File: config.mk
export PLATFORM = sky130hd
export DESIGN_NAME = multicycle_control_flat
export DESIGN_NICKNAME = d
export VERILOG_FILES = /design/src/rtl/multicycle_control_if.sv /design/src/rtl/multicycle_control.sv /design/src/flat_wrapper.sv
export SDC_FILE = /design/constraint.sdc
export NUM_CORES = 1
export LEC_CHECK = 0
export BUFFER_PORTS_ARGS = -buffer_cell sky130_fd_sc_hd__buf_2
export CORE_ASPECT_RATIO = 1.1
export CORE_UTILIZATION = 30
export CTS_BUF_LIST = sky130_fd_sc_hd__clkbuf_8 sky130_fd_sc_hd__clkbuf_16
export CTS_CLUSTER_SIZE = 24
export DETAILED_ROUTE_END_ITERATION = 7
export PLACE_DENSITY = 0.62
export SLEW_MARGIN = 30
export SYNTH_ARGS = -nofsm -noshare
export SYNTH_HDL_FRONTEND = slang
export SYNTH_SLANG_ARGS = --single-unit
File: constraint.sdc
create_clock -name clk -period 2.6 [get_ports clk]
set_input_delay 0.13 -clock clk [delete_from_list [all_inputs] [get_ports clk]]
set_output_delay 0.13 -clock clk [all_outputs]
set_load 0.05 [all_outputs]
File: src/rtl/multicycle_control_if.sv
// Handshake/strobe bundle between the multi-cycle control FSM and the datapath.
// master = control FSM, slave = datapath / memory side.
interface multicycle_control_if #(
  parameter int OPW    = 6,
  parameter int ALUOPW = 2
);
  logic [OPW-1:0]    opcode;
  logic              mem_ready;
  logic              PCWrite;
  logic              PCWriteCond;
  logic              IorD;
  logic              memRead;
  logic              memWrite;
  logic              IRWrite;
  logic              memToReg;
  logic              RegDest;
  logic              RegWrite;
  logic              ALUSrcA;
  logic [1:0]        ALUSrcB;
  logic [ALUOPW-1:0] ALUOp;
  logic [1:0]        PCSource;
  logic              instr_done;
  logic [1:0]        fault;
  logic [3:0]        state;

  modport master (
    input  opcode, mem_ready,
    output PCWrite, PCWriteCond, IorD, memRead, memWrite,
    output IRWrite, memToReg, RegDest, RegWrite, ALUSrcA,
    output ALUSrcB, ALUOp, PCSource, instr_done, fault, state
  );

  modport slave (
    output opcode, mem_ready,
    input  PCWrite, PCWriteCond, IorD, memRead, memWrite,
    input  IRWrite, memToReg, RegDest, RegWrite, ALUSrcA,
    input  ALUSrcB, ALUOp, PCSource, instr_done, fault, state
  );
endinterface

File: src/rtl/multicycle_control.sv
// Multi-cycle MIPS main control FSM with memory handshake and illegal-opcode trap.
// Optional memory-wait timeout enabled by defining MCTRL_MEM_TIMEOUT_EN.
module multicycle_control #(
  parameter int OPW         = 6,
  parameter int ALUOPW      = 2,
  parameter int MEM_TIMEOUT = 16,
  parameter int TOW         = 5
) (
  input  logic                 clk,
  input  logic                 reset,
  multicycle_control_if.master bus
);

  typedef enum logic [3:0] {
    S_RST    = 4'd0,
    S_FETCH  = 4'd1,
    S_DECODE = 4'd2,
    S_MEMADR = 4'd3,
    S_MEMRD  = 4'd4,
    S_MEMWB  = 4'd5,
    S_MEMWR  = 4'd6,
    S_EXEC   = 4'd7,
    S_ALUWB  = 4'd8,
    S_ADDIEX = 4'd9,
    S_ADDIWB = 4'd10,
    S_BRANCH = 4'd11,
    S_JUMP   = 4'd12,
    S_TRAP   = 4'd15
  } state_t;

  localparam logic [OPW-1:0] OP_R    = OPW'(6'b000000);
  localparam logic [OPW-1:0] OP_LW   = OPW'(6'b001000);
  localparam logic [OPW-1:0] OP_SW   = OPW'(6'b010000);
  localparam logic [OPW-1:0] OP_ADDI = OPW'(6'b000010);
  localparam logic [OPW-1:0] OP_BEQ  = OPW'(6'b000100);
  localparam logic [OPW-1:0] OP_J    = OPW'(6'b100000);

  state_t r_state;
  state_t w_next;

  logic              w_is_r, w_is_lw, w_is_sw;
  logic              w_is_addi, w_is_beq, w_is_j;
  logic              w_ill;
  logic              w_to;
  logic              r_fault_ill;

  logic              w_PCWrite, w_PCWriteCond, w_IorD;
  logic              w_memRead, w_memWrite, w_IRWrite;
  logic              w_memToReg, w_RegDest, w_RegWrite;
  logic              w_ALUSrcA, w_instr_done;
  logic [1:0]        w_ALUSrcB, w_PCSource;
  logic [ALUOPW-1:0] w_ALUOp;

  assign w_is_r    = (bus.opcode == OP_R);
  assign w_is_lw   = (bus.opcode == OP_LW);
  assign w_is_sw   = (bus.opcode == OP_SW);
  assign w_is_addi = (bus.opcode == OP_ADDI);
  assign w_is_beq  = (bus.opcode == OP_BEQ);
  assign w_is_j    = (bus.opcode == OP_J);

  // State register; reset aborts any instruction in flight
  always_ff @(posedge clk or posedge reset) begin
    if (reset) r_state <= S_RST;
    else       r_state <= w_next;
  end

  // Next-state and Moore strobes (FETCH also has the IR/PC load Mealy terms)
  always_comb begin
    w_next        = r_state;
    w_ill         = 1'b0;
    w_PCWrite     = 1'b0;
    w_PCWriteCond = 1'b0;
    w_IorD        = 1'b0;
    w_memRead     = 1'b0;
    w_memWrite    = 1'b0;
    w_IRWrite     = 1'b0;
    w_memToReg    = 1'b0;
    w_RegDest     = 1'b0;
    w_RegWrite    = 1'b0;
    w_ALUSrcA     = 1'b0;
    w_ALUSrcB     = 2'b00;
    w_ALUOp       = '0;
    w_PCSource    = 2'b00;
    w_instr_done  = 1'b0;
    unique case (r_state)
      S_RST: w_next = S_FETCH;
      S_FETCH: begin
        w_memRead = 1'b1;
        w_ALUSrcB = 2'b01;
        w_IRWrite = bus.mem_ready;
        w_PCWrite = bus.mem_ready;
        if (bus.mem_ready) w_next = S_DECODE;
        else if (w_to)     w_next = S_TRAP;
      end
      S_DECODE: begin
        w_ALUSrcB = 2'b11;
        unique case (1'b1)
          w_is_lw, w_is_sw: w_next = S_MEMADR;
          w_is_r:           w_next = S_EXEC;
          w_is_addi:        w_next = S_ADDIEX;
          w_is_beq:         w_next = S_BRANCH;
          w_is_j:           w_next = S_JUMP;
          default: begin
            w_next = S_TRAP;
            w_ill  = 1'b1;
          end
        endcase
      end
      S_MEMADR: begin
        w_ALUSrcA = 1'b1;
        w_ALUSrcB = 2'b10;
        w_next    = w_is_lw ? S_MEMRD : S_MEMWR;
      end
      S_MEMRD: begin
        w_memRead = 1'b1;
        w_IorD    = 1'b1;
        if (bus.mem_ready) w_next = S_MEMWB;
        else if (w_to)     w_next = S_TRAP;
      end
      S_MEMWB: begin
        w_RegWrite   = 1'b1;
        w_memToReg   = 1'b1;
        w_instr_done = 1'b1;
        w_next       = S_FETCH;
      end
      S_MEMWR: begin
        w_memWrite   = 1'b1;
        w_IorD       = 1'b1;
        w_instr_done = bus.mem_ready;
        if (bus.mem_ready) w_next = S_FETCH;
        else if (w_to)     w_next = S_TRAP;
      end
      S_EXEC: begin
        w_ALUSrcA = 1'b1;
        w_ALUOp   = ALUOPW'(2'b10);
        w_next    = S_ALUWB;
      end
      S_ALUWB: begin
        w_RegDest    = 1'b1;
        w_RegWrite   = 1'b1;
        w_instr_done = 1'b1;
        w_next       = S_FETCH;
      end
      S_ADDIEX: begin
        w_ALUSrcA = 1'b1;
        w_ALUSrcB = 2'b10;
        w_ALUOp   = ALUOPW'(2'b11);
        w_next    = S_ADDIWB;
      end
      S_ADDIWB: begin
        w_RegWrite   = 1'b1;
        w_instr_done = 1'b1;
        w_next       = S_FETCH;
      end
      S_BRANCH: begin
        w_ALUSrcA     = 1'b1;
        w_ALUOp       = ALUOPW'(2'b01);
        w_PCWriteCond = 1'b1;
        w_PCSource    = 2'b01;
        w_instr_done  = 1'b1;
        w_next        = S_FETCH;
      end
      S_JUMP: begin
        w_PCWrite    = 1'b1;
        w_PCSource   = 2'b10;
        w_instr_done = 1'b1;
        w_next       = S_FETCH;
      end
      S_TRAP: w_next = S_TRAP;
      default: w_next = S_RST;
    endcase
  end

  // Sticky illegal-opcode flag, cleared only by reset
  always_ff @(posedge clk or posedge reset) begin
    if (reset)      r_fault_ill <= 1'b0;
    else if (w_ill) r_fault_ill <= 1'b1;
  end

`ifdef MCTRL_MEM_TIMEOUT_EN
  logic [TOW-1:0] r_cnt;
  logic           w_wait;
  logic           r_fault_to;

  if (2**TOW <= MEM_TIMEOUT) begin : g_tow_chk
    $error("TOW too narrow for MEM_TIMEOUT");
  end

  assign w_wait = ((r_state == S_FETCH) ||
                   (r_state == S_MEMRD) ||
                   (r_state == S_MEMWR)) && !bus.mem_ready;
  assign w_to   = w_wait && (r_cnt == TOW'(MEM_TIMEOUT - 1));

  // Wait counter: cleared on any state change, so every wait state starts at 0
  always_ff @(posedge clk or posedge reset) begin
    if (reset)                  r_cnt <= '0;
    else if (w_next != r_state) r_cnt <= '0;
    else if (w_wait)            r_cnt <= r_cnt + 1'b1;
  end

  // Sticky memory-timeout flag
  always_ff @(posedge clk or posedge reset) begin
    if (reset)     r_fault_to <= 1'b0;
    else if (w_to) r_fault_to <= 1'b1;
  end

  assign bus.fault = {r_fault_to, r_fault_ill};
`else
  assign w_to      = 1'b0;
  assign bus.fault = {1'b0, r_fault_ill};
`endif

  assign bus.PCWrite     = w_PCWrite;
  assign bus.PCWriteCond = w_PCWriteCond;
  assign bus.IorD        = w_IorD;
  assign bus.memRead     = w_memRead;
  assign bus.memWrite    = w_memWrite;
  assign bus.IRWrite     = w_IRWrite;
  assign bus.memToReg    = w_memToReg;
  assign bus.RegDest     = w_RegDest;
  assign bus.RegWrite    = w_RegWrite;
  assign bus.ALUSrcA     = w_ALUSrcA;
  assign bus.ALUSrcB     = w_ALUSrcB;
  assign bus.ALUOp       = w_ALUOp;
  assign bus.PCSource    = w_PCSource;
  assign bus.instr_done  = w_instr_done;
  assign bus.state       = r_state;

endmodule

File: src/flat_wrapper.sv
// flat-port wrapper written by rule: the top's interface ports become plain ports
module multicycle_control_flat 
#(
  parameter int OPW         = 6,
  parameter int ALUOPW      = 2,
  parameter int MEM_TIMEOUT = 16,
  parameter int TOW         = 5
)
  (clk, reset, bus_opcode, bus_mem_ready, bus_PCWrite, bus_PCWriteCond, bus_IorD, bus_memRead, bus_memWrite, bus_IRWrite, bus_memToReg, bus_RegDest, bus_RegWrite, bus_ALUSrcA, bus_ALUSrcB, bus_ALUOp, bus_PCSource, bus_instr_done, bus_fault, bus_state);
  multicycle_control_if #(.OPW(OPW), .ALUOPW(ALUOPW)) bus_i ();
  input  logic clk;
  input  logic reset;
  input wire logic [$bits(bus_i.opcode)-1:0] bus_opcode;
  input wire logic [$bits(bus_i.mem_ready)-1:0] bus_mem_ready;
  output wire logic [$bits(bus_i.PCWrite)-1:0] bus_PCWrite;
  output wire logic [$bits(bus_i.PCWriteCond)-1:0] bus_PCWriteCond;
  output wire logic [$bits(bus_i.IorD)-1:0] bus_IorD;
  output wire logic [$bits(bus_i.memRead)-1:0] bus_memRead;
  output wire logic [$bits(bus_i.memWrite)-1:0] bus_memWrite;
  output wire logic [$bits(bus_i.IRWrite)-1:0] bus_IRWrite;
  output wire logic [$bits(bus_i.memToReg)-1:0] bus_memToReg;
  output wire logic [$bits(bus_i.RegDest)-1:0] bus_RegDest;
  output wire logic [$bits(bus_i.RegWrite)-1:0] bus_RegWrite;
  output wire logic [$bits(bus_i.ALUSrcA)-1:0] bus_ALUSrcA;
  output wire logic [$bits(bus_i.ALUSrcB)-1:0] bus_ALUSrcB;
  output wire logic [$bits(bus_i.ALUOp)-1:0] bus_ALUOp;
  output wire logic [$bits(bus_i.PCSource)-1:0] bus_PCSource;
  output wire logic [$bits(bus_i.instr_done)-1:0] bus_instr_done;
  output wire logic [$bits(bus_i.fault)-1:0] bus_fault;
  output wire logic [$bits(bus_i.state)-1:0] bus_state;
  assign bus_i.opcode = bus_opcode;
  assign bus_i.mem_ready = bus_mem_ready;
  assign bus_PCWrite = bus_i.PCWrite;
  assign bus_PCWriteCond = bus_i.PCWriteCond;
  assign bus_IorD = bus_i.IorD;
  assign bus_memRead = bus_i.memRead;
  assign bus_memWrite = bus_i.memWrite;
  assign bus_IRWrite = bus_i.IRWrite;
  assign bus_memToReg = bus_i.memToReg;
  assign bus_RegDest = bus_i.RegDest;
  assign bus_RegWrite = bus_i.RegWrite;
  assign bus_ALUSrcA = bus_i.ALUSrcA;
  assign bus_ALUSrcB = bus_i.ALUSrcB;
  assign bus_ALUOp = bus_i.ALUOp;
  assign bus_PCSource = bus_i.PCSource;
  assign bus_instr_done = bus_i.instr_done;
  assign bus_fault = bus_i.fault;
  assign bus_state = bus_i.state;
  multicycle_control #(.OPW(OPW), .ALUOPW(ALUOPW), .MEM_TIMEOUT(MEM_TIMEOUT), .TOW(TOW)) u_core (.clk(clk), .reset(reset), .bus(bus_i));
endmodule
**Word level (Yosys, flattened, before mapping)**

Index checks and enable logic that the tools add are counted.

- Flip-flop bits (word level): 5
- Bits of input ports: 9
- Output and inout port bits: 23
- Logic and storage cells: 57

- Equal/unequal tests: 21
- Multiplexer cells: 22
- Reduce and logical (&&, ||, !) cells: 12

Operator list:

| kind | number |
|---|---|
| $pmux W4 S9 | 1 |
| $eq A4 B4 Y1 const B | 6 |
| $pmux W4 S5 | 1 |
| $eq A4 B3 Y1 const B | 4 |
| $mux W4 | 3 |
| $pmux W2 S3 | 2 |
| $reduce_or A6 Y1 | 2 |
| $mux W1 | 11 |
| $eq A4 B2 Y1 const B | 2 |
| $reduce_or A2 Y1 | 4 |
| $eq A6 B2 Y1 const B | 1 |
| $eq A6 B3 Y1 const B | 1 |
| $eq A6 B4 Y1 const B | 1 |
| $eq A6 B5 Y1 const B | 1 |
| $eq A6 B6 Y1 const B | 1 |
| $logic_not A6 Y1 | 1 |
| $ne A2 B2 Y1 const B | 3 |
| $reduce_or A5 Y1 | 1 |
| $eq A4 B1 Y1 const B | 1 |
| $logic_not A4 Y1 | 1 |
| $pmux W1 S2 | 2 |
| $pmux W2 S2 | 1 |
| $reduce_or A4 Y1 | 1 |
| $reduce_and A3 Y1 | 1 |
| other kinds (2) | 2 |

**Logic depth before layout (Yosys ltp)**

Gate-level depths: netlist (run 1).

- Depth after elaboration: 4
- Mapped depth: 5
- Depth with buffers taken out: 4

**Worst setup path before layout (run 1)**

OpenSTA, ideal clock, no wires.

- Path kind: flip-flop to output port
- From: register u_core.r_state[1] (netlist: u_core.bus.state[1])
- To: output port bus_PCSource[0]
- Arrival: 2510 ps
- Required time: 2470 ps
- Slack: -40 ps
- Stages on the path, launching flop included: 5
- Buffers on the path: 2
- Cells stage by stage: dfrtp_1 -> buf_4 -> inv_1 -> nor3_1 -> buf_4

- Word-level cells in the longest chain between the ends: 2
- Elaborated cells on any way between the ends: 3
- Classes of those cells: 2 x eq/ne; 1 x mux

Ends and longest elaborated chain:

| what | RTL line | RTL |
|---|---|---|
| start, declared | multicycle_control.sv:38 | `state_t r_state;` |
| start signal, assigned | multicycle_control.sv:64 | `else r_state <= w_next;` |
| $eq A4 B4 Y1 | multicycle_control.sv:85 | `unique case (r_state)` |
| $pmux W2 S2 * | multicycle_control.sv:85 |  |
| end, declared | flat_wrapper.sv:27 | `output wire logic [$bits(bus_i.PCSource)-1:0] bus_PCSource;` |

Every way passes the cells marked *; elsewhere a longest branch is shown, timed or not.

**Worst setup path after layout (run 1)**

- From: register u_core.r_state[0] (netlist: u_core.bus.state[0])
- To: output port bus_instr_done

- Word-level cells in the longest chain between the ends: 3
- Elaborated cells on any way between the ends: 8
- Classes of those cells: 6 x eq/ne; 1 x mux; 1 x reduce/logical

Ends and longest elaborated chain:

| what | RTL line | RTL |
|---|---|---|
| $eq A4 B3 Y1 or $eq A4 B4 Y1 (tied branches) | multicycle_control.sv:85 |  |
| $reduce_or A5 Y1 (no source line) | n/a |  |
| $pmux W1 S2 * | multicycle_control.sv:85 |  |
| end, declared | flat_wrapper.sv:28 | `output wire logic [$bits(bus_i.instr_done)-1:0] bus_instr_done;` |

Marked as above.

==> results of run 1 <==
-- cell families (layout without fill, tap and decap cells) --
family / count (synthesis) / count (layout)
flip-flops: 5 / 5
buffers and inverters: 13 / 38
multiplexers: 1 / 1
AO/OA/AOI/OAI: 25 / 25
AND/OR/NAND/NOR: 48 / 48
other: 1 / 1
XOR/XNOR: 4 / 4
-- flip-flops by register name, indices dropped and copies added, names as in the netlist --
name,count
u_core.bus.state,4
u_core.r_fault_ill,1
-- final cells by class --
cell class                 instances  area (sq um)
timing repair buffer              31         160.2
tap                               28         35.03
sequential                         5         125.1
clock buffer                       3         41.29
clock inverter                     1         3.754
inverter                           3         12.51
fill                             234          1189
multi-input combinational         79         454.2
-- how the worst min path moves through the flow --
stage                               end  slack, ns  depth (start not counted)
detailed placement   u_core.r_fault_ill       0.03                          2
global placement    u_core.bus.state[2]       0.04                          2
finish              u_core.bus.state[2]       0.30                          3
global route        u_core.bus.state[2]       0.32                          3
CTS                 u_core.bus.state[2]       0.30                          3
floorplan           u_core.bus.state[0]      -0.09                          1
-- layout by cell type (no fill, tap or decap), types with 2 or more instances in the layout --
cell type / count
nor2b_1: 2
inv_1: 3
or3_1: 2
xnor2_1: 2
nor3_1: 6
dfrtp_1: 5
xor2_1: 2
a21o_1: 2
nand2_1: 13
a2111oi_0: 2
o211ai_1: 2
nor2_1: 14
clkbuf_8: 3
a21oi_1: 5
o21ai_0: 8
nand2b_1: 3
buf_2: 30
-- what timing repair did --
action | CTS | global route
hold buffers | 1 | 0
setup buffers | 0 | 0
endpoints found under the setup margin | 0 | 0
endpoints found under the hold margin | 5 | 0
-- per-layer routing --
| metal | track usage [%] | vias up | wire length [um] | part of all wire, % |
|---|---|---|---|---|
| met1 | 19.57 | 329 | 737 | 47 |
| met4 | 4.412 | 0 | 12 | 0.77 |
| met5 | 0 | - | 0 | 0 |
| li1 | - | 388 | - | - |
| met2 | 24.41 | 12 | 766 | 49 |
| met3 | 2.158 | 2 | 39 | 2.5 |
-- through the flow --
stage          utilization, %  area (sq um)  instances  setup WS, ns  hold WS, ns
5_1_grt                 41.18         832.0        150        0.5137       0.3156
6_report                41.18         832.0        150        0.6610       0.2969
2_1_floorplan               -         650.6         97        0.2191     -0.09148
3_5_place_dp            38.45         777.0        145        0.8994      0.03453
4_1_cts                 41.18         832.0        150        0.6562       0.3016
3_3_place_gp            38.45         777.0        145        0.9186      0.03608
-- critical path, cell delays in order, from the launching register on --
cell and delay [ns]:
dfrtp_1 0.72, nor2b_1 0.30, o21ai_0 0.12, o21ai_0 0.16, buf_2 0.28
==> summary.md, run 1 <==
| Metric | Value |
|---|---|
| Crit end category | `output port` |
| Final antenna diode count | `0` |
| Maxcap violations | `0` |
| Area grow syn2layout | `28.88%` |
| Initial DRC count | `7` |
| Total track usage | `14.90%` |
| Number of global-route vias before repair | `616` |
| Post-synth top area cell | `dfrtp_1` |
| Commonest cells in the netlist | `nor2_1 (14), nand2_1 (13), o21ai_0 (8)` |
| Main combinational cell family by area after synthesis | `simple AND/OR/NAND/NOR gates` |
| HPWL after DPL | `1.173 mm` |
| Vias per cell | `4.873` |
| Clock latency on the worst-skew pair | `0.22 ns` |
| Syn avg cell area | `6.656 sq um` |
| Global-route wire length before repair | `2.628 mm` |
| Top FF cell, synth | `dfrtp_1` |
| CTS tree | `built` |
| CTS buffer count | `3` |
| Clock skew after layout | `0.001811 ns` |
| Post-synth EDFFs | `0` |
| Mux contribution to synthesized area | `1.550%` |
| Initial antenna violation count | `0` |
| CP Data Required Time | `2.47 ns` |
| IO Pins | `32` |
| Crit path launch type | `register` |
| Clock Path Buffers | `2` |
| H-tree depth | `1` |
| Compound-gate portion of the synthesized area | `25.58%` |
| Die width | `46.23 um` |
| FF-to-FF path depth | `4` |
| Synth Net Count | `106` |
| Chip height | `50.66 um` |
| Reg-to-Reg End | `u_core.bus.state[0]` |
| Fraction of final layout cells with drive strength greater than 1 | `30.33%` |
| Post-synth top area share | `19.38%` |
| Yosys cell types | `34` |
| ANT nets after route | `0` |
| Cells after synthesis | `97` |
| HP Start | `bus_opcode[0]` |
| Simple-Gate Fraction of Synth Area | `36.43%` |
| Setup-failing EPs final | `0` |
| Sink Count | `5` |
| I/O Buffers | `30` |
| Critical path endpoint | `bus_instr_done` |
| Unrepaired setup endpoints after global routing | `no` |
| Min Tclk post-route | `1.939 ns` |
| CP Launch Point | `u_core.bus.state[0]` |
| Synth Register Bits | `5` |
| Overall routed net length | `1.556 mm` |
| Root buffer cell | `clkbuf_8` |
| Critical path type | `register to output port` |
| Total vias in the final route | `731` |
| Origin of the critical flop-to-flop path | `u_core.bus.state[0]` |
| Worst slew pin tran | `0.6140 ns` |
| Flop-to-flop setup slack | `0.93 ns` |
| Initial Util | `31.95%` |
| Fmax | `0.5157 GHz` |
| CP max FO | `23` |
| Final Hold Vio Count | `0` |
| Hold crit path type | `input port to register` |
| Fin crit share | `74.58%` |
| Setup TNS | `0 ns` |
| RD Place Congestion | `0.7258` |
| Status | `finished, final reports clean` |
| Global route total overflow | `0` |
| Die ar. | `2342 sq um` |
| Drt drc | `0` |
| Post-synth ARST share | `100.0%` |
| Area share of fa/ha/maj cells after synthesis | `0%` |
| CP Data Arrival Time | `1.81 ns` |
| Sequential element share of the synthesized area | `19.38%` |
| DR WL/cell | `10.37 um` |
| Core area | `2021 sq um` |
| Row cnt | `17` |
| Nets | `132` |
| Pin count of the biggest net entering global routing | `24` |
| XOR/XNOR share of the synthesized area | `5.426%` |
| Post-CTS sizing | `0` |
| Relative slew slack | `59.07%` |
| Synthesis Warnings | `0` |
| Most frequent cell after synthesis | `nor2_1` |
| Clock-pin slew of the registers on the worst-case setup and hold paths | `0.04 ns` |
| 1st-pass router iterations | `4` |
| Mapped Area | `645.6 sq um` |
| Area contributors post-synth | `dfrtp_1 (19%), nor2_1 (8.1%), nand2_1 (7.6%), o21ai_0 (6.2%), nor3_1 (5.4%)` |
| Fin. max-slew vios | `0` |
Power of run 1 is not shown: default switching activity piles up to over one toggle a cycle in this logic, so the estimate is an artifact.
==> inputs of run 2 (changes only) <==
- ABC_AREA: unset -> 1
- PLACE_DENSITY: 0.62 -> 0.63
- clock period: 2.6 -> 1.8 ns (I/O delays scaled with it)
==> run 2 against run 1 <==
  * Routed wire length up 5.8%
  * Die area decreased by 3.7%
  * First-iteration DRC count increased by 100%
  * Flip-flop and latch count stayed put
==> summary.md, run 2 <==
| Metric | Value |
|---|---|
| Status | `finished, final reports clean` |
| Total vias in the final route | `787` |
| Clock-pin slew of the registers on the worst-case setup and hold paths | `0.03 ns` |
| Hold crit path type | `input port to register` |
| Pwr Density | `2120 nW/um^2` |
| Min Tclk post-route | `1.686 ns` |
| Post-synth EDFFs | `0` |
| Final antenna diode count | `0` |
| Placed Area | `808.3 sq um` |
| Hold Path Depth | `4` |
| Initial Util | `33.33%` |
| Post-synth top area cell | `dfrtp_1` |
| Post-synth top area share | `20.16%` |
| Final Hold Vio Count | `0` |
| Synth Register Bits | `5` |
| Global-route wire length before repair | `2.753 mm` |
| Fillers | `209` |
| Critical path type | `register to output port` |
| DR WL/cell | `9.352 um` |
| Compound-gate portion of the synthesized area | `12.50%` |
| Drt drc | `0` |
| WHS | `0.2539 ns` |
| Root buffer cell | `clkbuf_8` |
| Area grow syn2layout | `39.11%` |
| Area share of fa/ha/maj cells after synthesis | `0%` |
| CP max FO | `5` |
| Unrepaired setup endpoints after global routing | `no` |
| Fin. max-slew vios | `0` |
| Fin area | `863.3 sq um` |
| Fraction of final layout cells with drive strength greater than 1 | `33.56%` |
| Most frequent cells in the layout | `nand2_1 (31), buf_2 (30), inv_1 (20), nor2_1 (20), nand3_1 (7)` |
| Simple-Gate Fraction of Synth Area | `48.59%` |
| Synthesis Warnings | `0` |
| Number of global-route vias before repair | `698` |
| Top FF cell, synth | `dfrtp_1` |
| Leakage power | `0.5591 nW` |
| Row cnt | `16` |
| Pin count of the biggest net entering global routing | `10` |
| Maxcap violations | `0` |
| Hold_buf cts | `1` |
| Chip height | `49.70 um` |
| CP Data Arrival Time | `1.60 ns` |
| Die width | `45.37 um` |
| Post-CTS sizing | `0` |
| Post-synth ARST share | `100.0%` |
| Max FFs per register | `4` |
| Clock Path Buffers | `2` |
| Mapped Area | `620.6 sq um` |
| Die ar. | `2255 sq um` |
| Placed cells | `171` |
| CP Data Required Time | `1.71 ns` |
| Clock skew after layout | `0.001725 ns` |
| Crit path launch type | `register` |
| Sequential element share of the synthesized area | `20.16%` |
| Post-route insts no fill | `176` |
| Cells after synthesis | `117` |
| FF-to-FF path depth | `9` |
| Mux contribution to synthesized area | `0%` |
| Initial antenna violation count | `0` |
| Global route total overflow | `0` |
| Most common cell after layout, fill and taps aside | `nand2_1` |
| Post-CTS Setup Bufs | `0` |
| CTS buffer count | `3` |
| Sink Count | `5` |
| Area contributors post-synth | `dfrtp_1 (20%), nand2_1 (19%), nor2_1 (13%), inv_1 (11%), nand3_1 (5.6%)` |
| CTS tree | `built` |
| Slack of the critical path | `0.1144 ns` |
| Core area | `1862 sq um` |
| I/O Buffers | `30` |
| Synth Net Count | `126` |
| Vias per cell | `4.472` |
| Nets | `159` |
| Commonest cells in the netlist | `nand2_1 (31), nor2_1 (22), inv_1 (19)` |
| Clock latency on the worst-skew pair | `0.22 ns` |
| HPWL after DPL | `1.406 mm` |
| Crit end category | `output port` |
| Fmax | `0.5933 GHz` |
| Max VDD drop | `0.0006892 V` |
| Total track usage | `15.67%` |
| 1st-pass router iterations | `4` |
| Syn avg cell area | `5.304 sq um` |
| Setup-failing EPs final | `0` |
| Setup WS pre-CTS | `0.3598 ns` |
| RD Place Congestion | `0.9160` |
| Main combinational cell family by area after synthesis | `simple AND/OR/NAND/NOR gates` |
| Yosys cell types | `20` |
| Fin crit share | `93.65%` |
| H-tree depth | `1` |
| ANT nets after route | `0` |
| Initial DRC count | `14` |
| Most frequent cell after synthesis | `nand2_1` |
| IO Pins | `32` |
| XOR/XNOR share of the synthesized area | `0%` |
| Overall routed net length | `1.646 mm` |
run 2: power breakdown:
group / internal, mW / leakage, nW / switching (mW)
combinational: 0.320 / 0.473 / 1.09
sequential: 0.158 / 0.0594 / 0.0662
clock: 0.146 / 0.0269 / 0.0535
run 2: final cells by class:
type | instances | area, sq um | share of cell area (%)
Clock buffer | 3 | 41.29 | 4.783
Clock inverter | 1 | 3.754 | 0.4348
Inverter | 24 | 90.09 | 10.43
Multi-Input combinational cell | 85 | 409.1 | 47.39
Sequential cell | 5 | 125.1 | 14.49
Tap cell | 27 | 33.78 | 3.913
Timing Repair Buffer | 31 | 160.2 | 18.55
run 2: cells by family (layout without fill, tap and decap cells):
logic type | Yosys count | count (layout)
buf+inv | 27 | 59
other cells | 1 | 1
flops | 5 | 5
simple gates | 71 | 71
compound gates | 13 | 13
run 2: per-layer routing:
metal | wire length, um | track usage, %
met4 | 0 | 3.030
met1 | 718 | 20.40
met2 | 862 | 27.54
met3 | 65 | 1.099
met5 | 0 | 0
run 2: worst max-delay path, cell delays in order (launching register included):
cell     delay [ns]
dfrtp_1        0.47
inv_2          0.10
nor2_2         0.13
inv_2          0.07
nor2_2         0.14
inv_1          0.11
o22ai_2        0.09
buf_2          0.27
run 2: final timing paths:
path / from / endpoint / slack, ns
setup / recovery: u_core.bus.state[0] / bus_PCWrite / 0.11
hold / removal: bus_mem_ready / u_core.bus.state[0] / 0.25
setup reg to reg: u_core.bus.state[0] / u_core.bus.state[0] / 0.38
hold reg to reg: u_core.r_fault_ill / u_core.r_fault_ill / 0.47
max in group asynchronous: reset / u_core.bus.state[0] / 1.32
min in group asynchronous: reset / u_core.r_fault_ill / 0.31
run 2: metrics by stage:
step / power, mW / setup TNS [ns] / utilization, %
final: 1.831 / 0 / 46.37
after global routing: 1.955 / 0 / 46.37
after CTS: 1.839 / 0 / 46.37
after detailed placement: 1.629 / 0 / 43.41
after global placement: 1.627 / 0 / 43.41
after floorplan: 1.353 / -0.2889 / -
Note: power is estimated with default switching activity, not from simulation.
==> inputs of run 3 (changes only) <==
- CELL_PAD_IN_SITES_DETAIL_PLACEMENT: unset -> 0
- CELL_PAD_IN_SITES_GLOBAL_PLACEMENT: unset -> 1
- CORE_UTILIZATION: 30 -> 27
- PLACE_DENSITY: 0.63 -> 0.83
==> run 3 against run 2 <==
  * Fmax down 0.32%
  * Critical path depth unchanged
  * Cell count up 0.57%
  * Combinational power about the same
  * Global-route usage down 1.8 points
  * Design area up 0.14%
  * Critical path type unchanged
==> summary.md, run 3 (same netlist as run 2, synthesis figures left out) <==
| Metric | Value |
|---|---|
| Max FFs per register | `4` |
| Fillers | `242` |
| Origin of the critical flop-to-flop path | `u_core.bus.state[0]` |
| Met2 WL | `817 um` |
| Max VDD drop | `0.0009106 V` |
| Area grow syn2layout | `39.31%` |
| Unrepaired setup endpoints after global routing | `no` |
| Critical path endpoint | `bus_PCWrite` |
| 1st-pass router iterations | `4` |
| Clock Path Buffers | `2` |
| Pin count of the biggest net entering global routing | `10` |
| CP Launch Point | `u_core.bus.state[0]` |
| Initial Util | `29.77%` |
| Final Hold Vio Count | `0` |
| Row cnt | `17` |
| HPWL after DPL | `1.403 mm` |
| Most common cell after layout, fill and taps aside | `nand2_1` |
| Most frequent cells in the layout | `nand2_1 (31), buf_2 (30), inv_1 (20), nor2_1 (20), nand3_1 (7)` |
| Nets | `159` |
| Core area | `2085 sq um` |
| Status | `finished, final reports clean` |
| Flop-to-flop setup slack | `0.42 ns` |
| Fmax | `0.5913 GHz` |
| Overall routed net length | `1.632 mm` |
| Crit path launch type | `register` |
| Fraction of final layout cells with drive strength greater than 1 | `33.56%` |
| Initial DRC count | `31` |
| IO Pins | `32` |
| Clock latency on the worst-skew pair | `0.22 ns` |
| M1 WL | `716 um` |
| Met3 WL | `81 um` |
| ANT nets after route | `0` |
| Max Used Layer | `met4` |
| CP Data Required Time | `1.71 ns` |
| Post-route insts no fill | `177` |
| Die width | `47.71 um` |
| I/O Buffers | `30` |
| WHS | `0.2272 ns` |
| Global-route wire length before repair | `2.518 mm` |
| Pwr Density | `2100 nW/um^2` |
| Setup WS pre-CTS | `0.3406 ns` |
| Drt drc | `0` |
| H-tree depth | `1` |
| Post-CTS sizing | `0` |
| Total track usage | `13.88%` |
| Clock-pin slew of the registers on the worst-case setup and hold paths | `0.03 ns` |
| Maxcap violations | `0` |
| Root buffer cell | `clkbuf_8` |
| Min Tclk post-route | `1.691 ns` |
| Die ar. | `2494 sq um` |
| Hold_buf cts | `1` |
| Crit end category | `output port` |
| RD Place Congestion | `0.8800` |
| FF-to-FF path depth | `8` |
| Total vias in the final route | `787` |
| Final Power | `1.816 mW` |
| Global route total overflow | `0` |
| DR WL/cell | `9.220 um` |
| CTS tree | `built` |
| Chip height | `52.28 um` |
| Initial antenna violation count | `0` |
| Critical path type | `register to output port` |
| Setup-failing EPs final | `0` |
| Post-CTS Setup Bufs | `0` |
| Slack of the critical path | `0.1089 ns` |
| Number of global-route vias before repair | `630` |
| Placed cells | `172` |
| Clock skew after layout | `0.0001898 ns` |
| Hold crit path type | `input port to register` |
| Fin. max-slew vios | `0` |
| Leakage power | `0.5591 nW` |
| Setup TNS | `0 ns` |
| Fin crit share | `93.95%` |
| Vias per cell | `4.446` |
| Sink Count | `5` |
| Reg-to-Reg End | `u_core.bus.state[0]` |
| CTS buffer count | `3` |
| CP max FO | `5` |
| Final antenna diode count | `0` |
| CP Data Arrival Time | `1.60 ns` |
## run 3: cell counts in the layout (fill, tap and decap cells not counted)
No cell type changed its count.
## run 3: stage by stage
step                utilization (%)  cell area, sq um
global placement              38.84             809.5
CTS                           41.48             864.6
finish                        41.48             864.6
global route                  41.48             864.6
detailed placement            38.84             809.5
floorplan                         -             646.9
## run 3: worst min path at each step
| stage | slack [ns] | from | end | cells after the start |
|---|---|---|---|---|
| floorplan | -0.13 | reset | u_core.bus.state[0] | 1 |
| global placement | -0.007 | reset | u_core.r_fault_ill | 2 |
| detailed placement | -0.003 | reset | u_core.r_fault_ill | 2 |
| CTS | 0.23 | bus_mem_ready | u_core.bus.state[0] | 4 |
| global route | 0.28 | bus_mem_ready | u_core.bus.state[0] | 4 |
| finish | 0.23 | bus_mem_ready | u_core.bus.state[0] | 4 |
## run 3: layer usage
layer | vias to the layer above | GRT usage (%)
li1 | 417 | -
met5 | - | 0
met1 | 342 | 16.95
met3 | 2 | 1.379
met2 | 26 | 23.42
met4 | 0 | 6.481
## run 3: worst max-delay path: stages (launching register included)
cell	delay [ns]
dfrtp_1	0.47
inv_2	0.10
nor2_2	0.12
inv_2	0.07
nor2_2	0.14
inv_1	0.11
o22ai_2	0.09
buf_2	0.27
## run 3: report_power, final
group          total, mW  switching [mW]  internal (mW)  leakage (nW)
logic               1.39            1.07          0.319         0.473
clock network      0.198          0.0523          0.146        0.0269
registers          0.224          0.0669          0.158        0.0594
## run 3: final cells by class
| class | count | area [sq um] | share of cell area (%) |
|---|---|---|---|
| multi-input combinational | 85 | 409.1 | 47.32 |
| sequential | 5 | 125.1 | 14.47 |
| clock buffer | 3 | 41.29 | 4.776 |
| timing repair buffer | 31 | 160.2 | 18.52 |
| clock inverter | 1 | 3.754 | 0.4342 |
| inverter | 24 | 90.09 | 10.42 |
| tap | 28 | 35.03 | 4.052 |
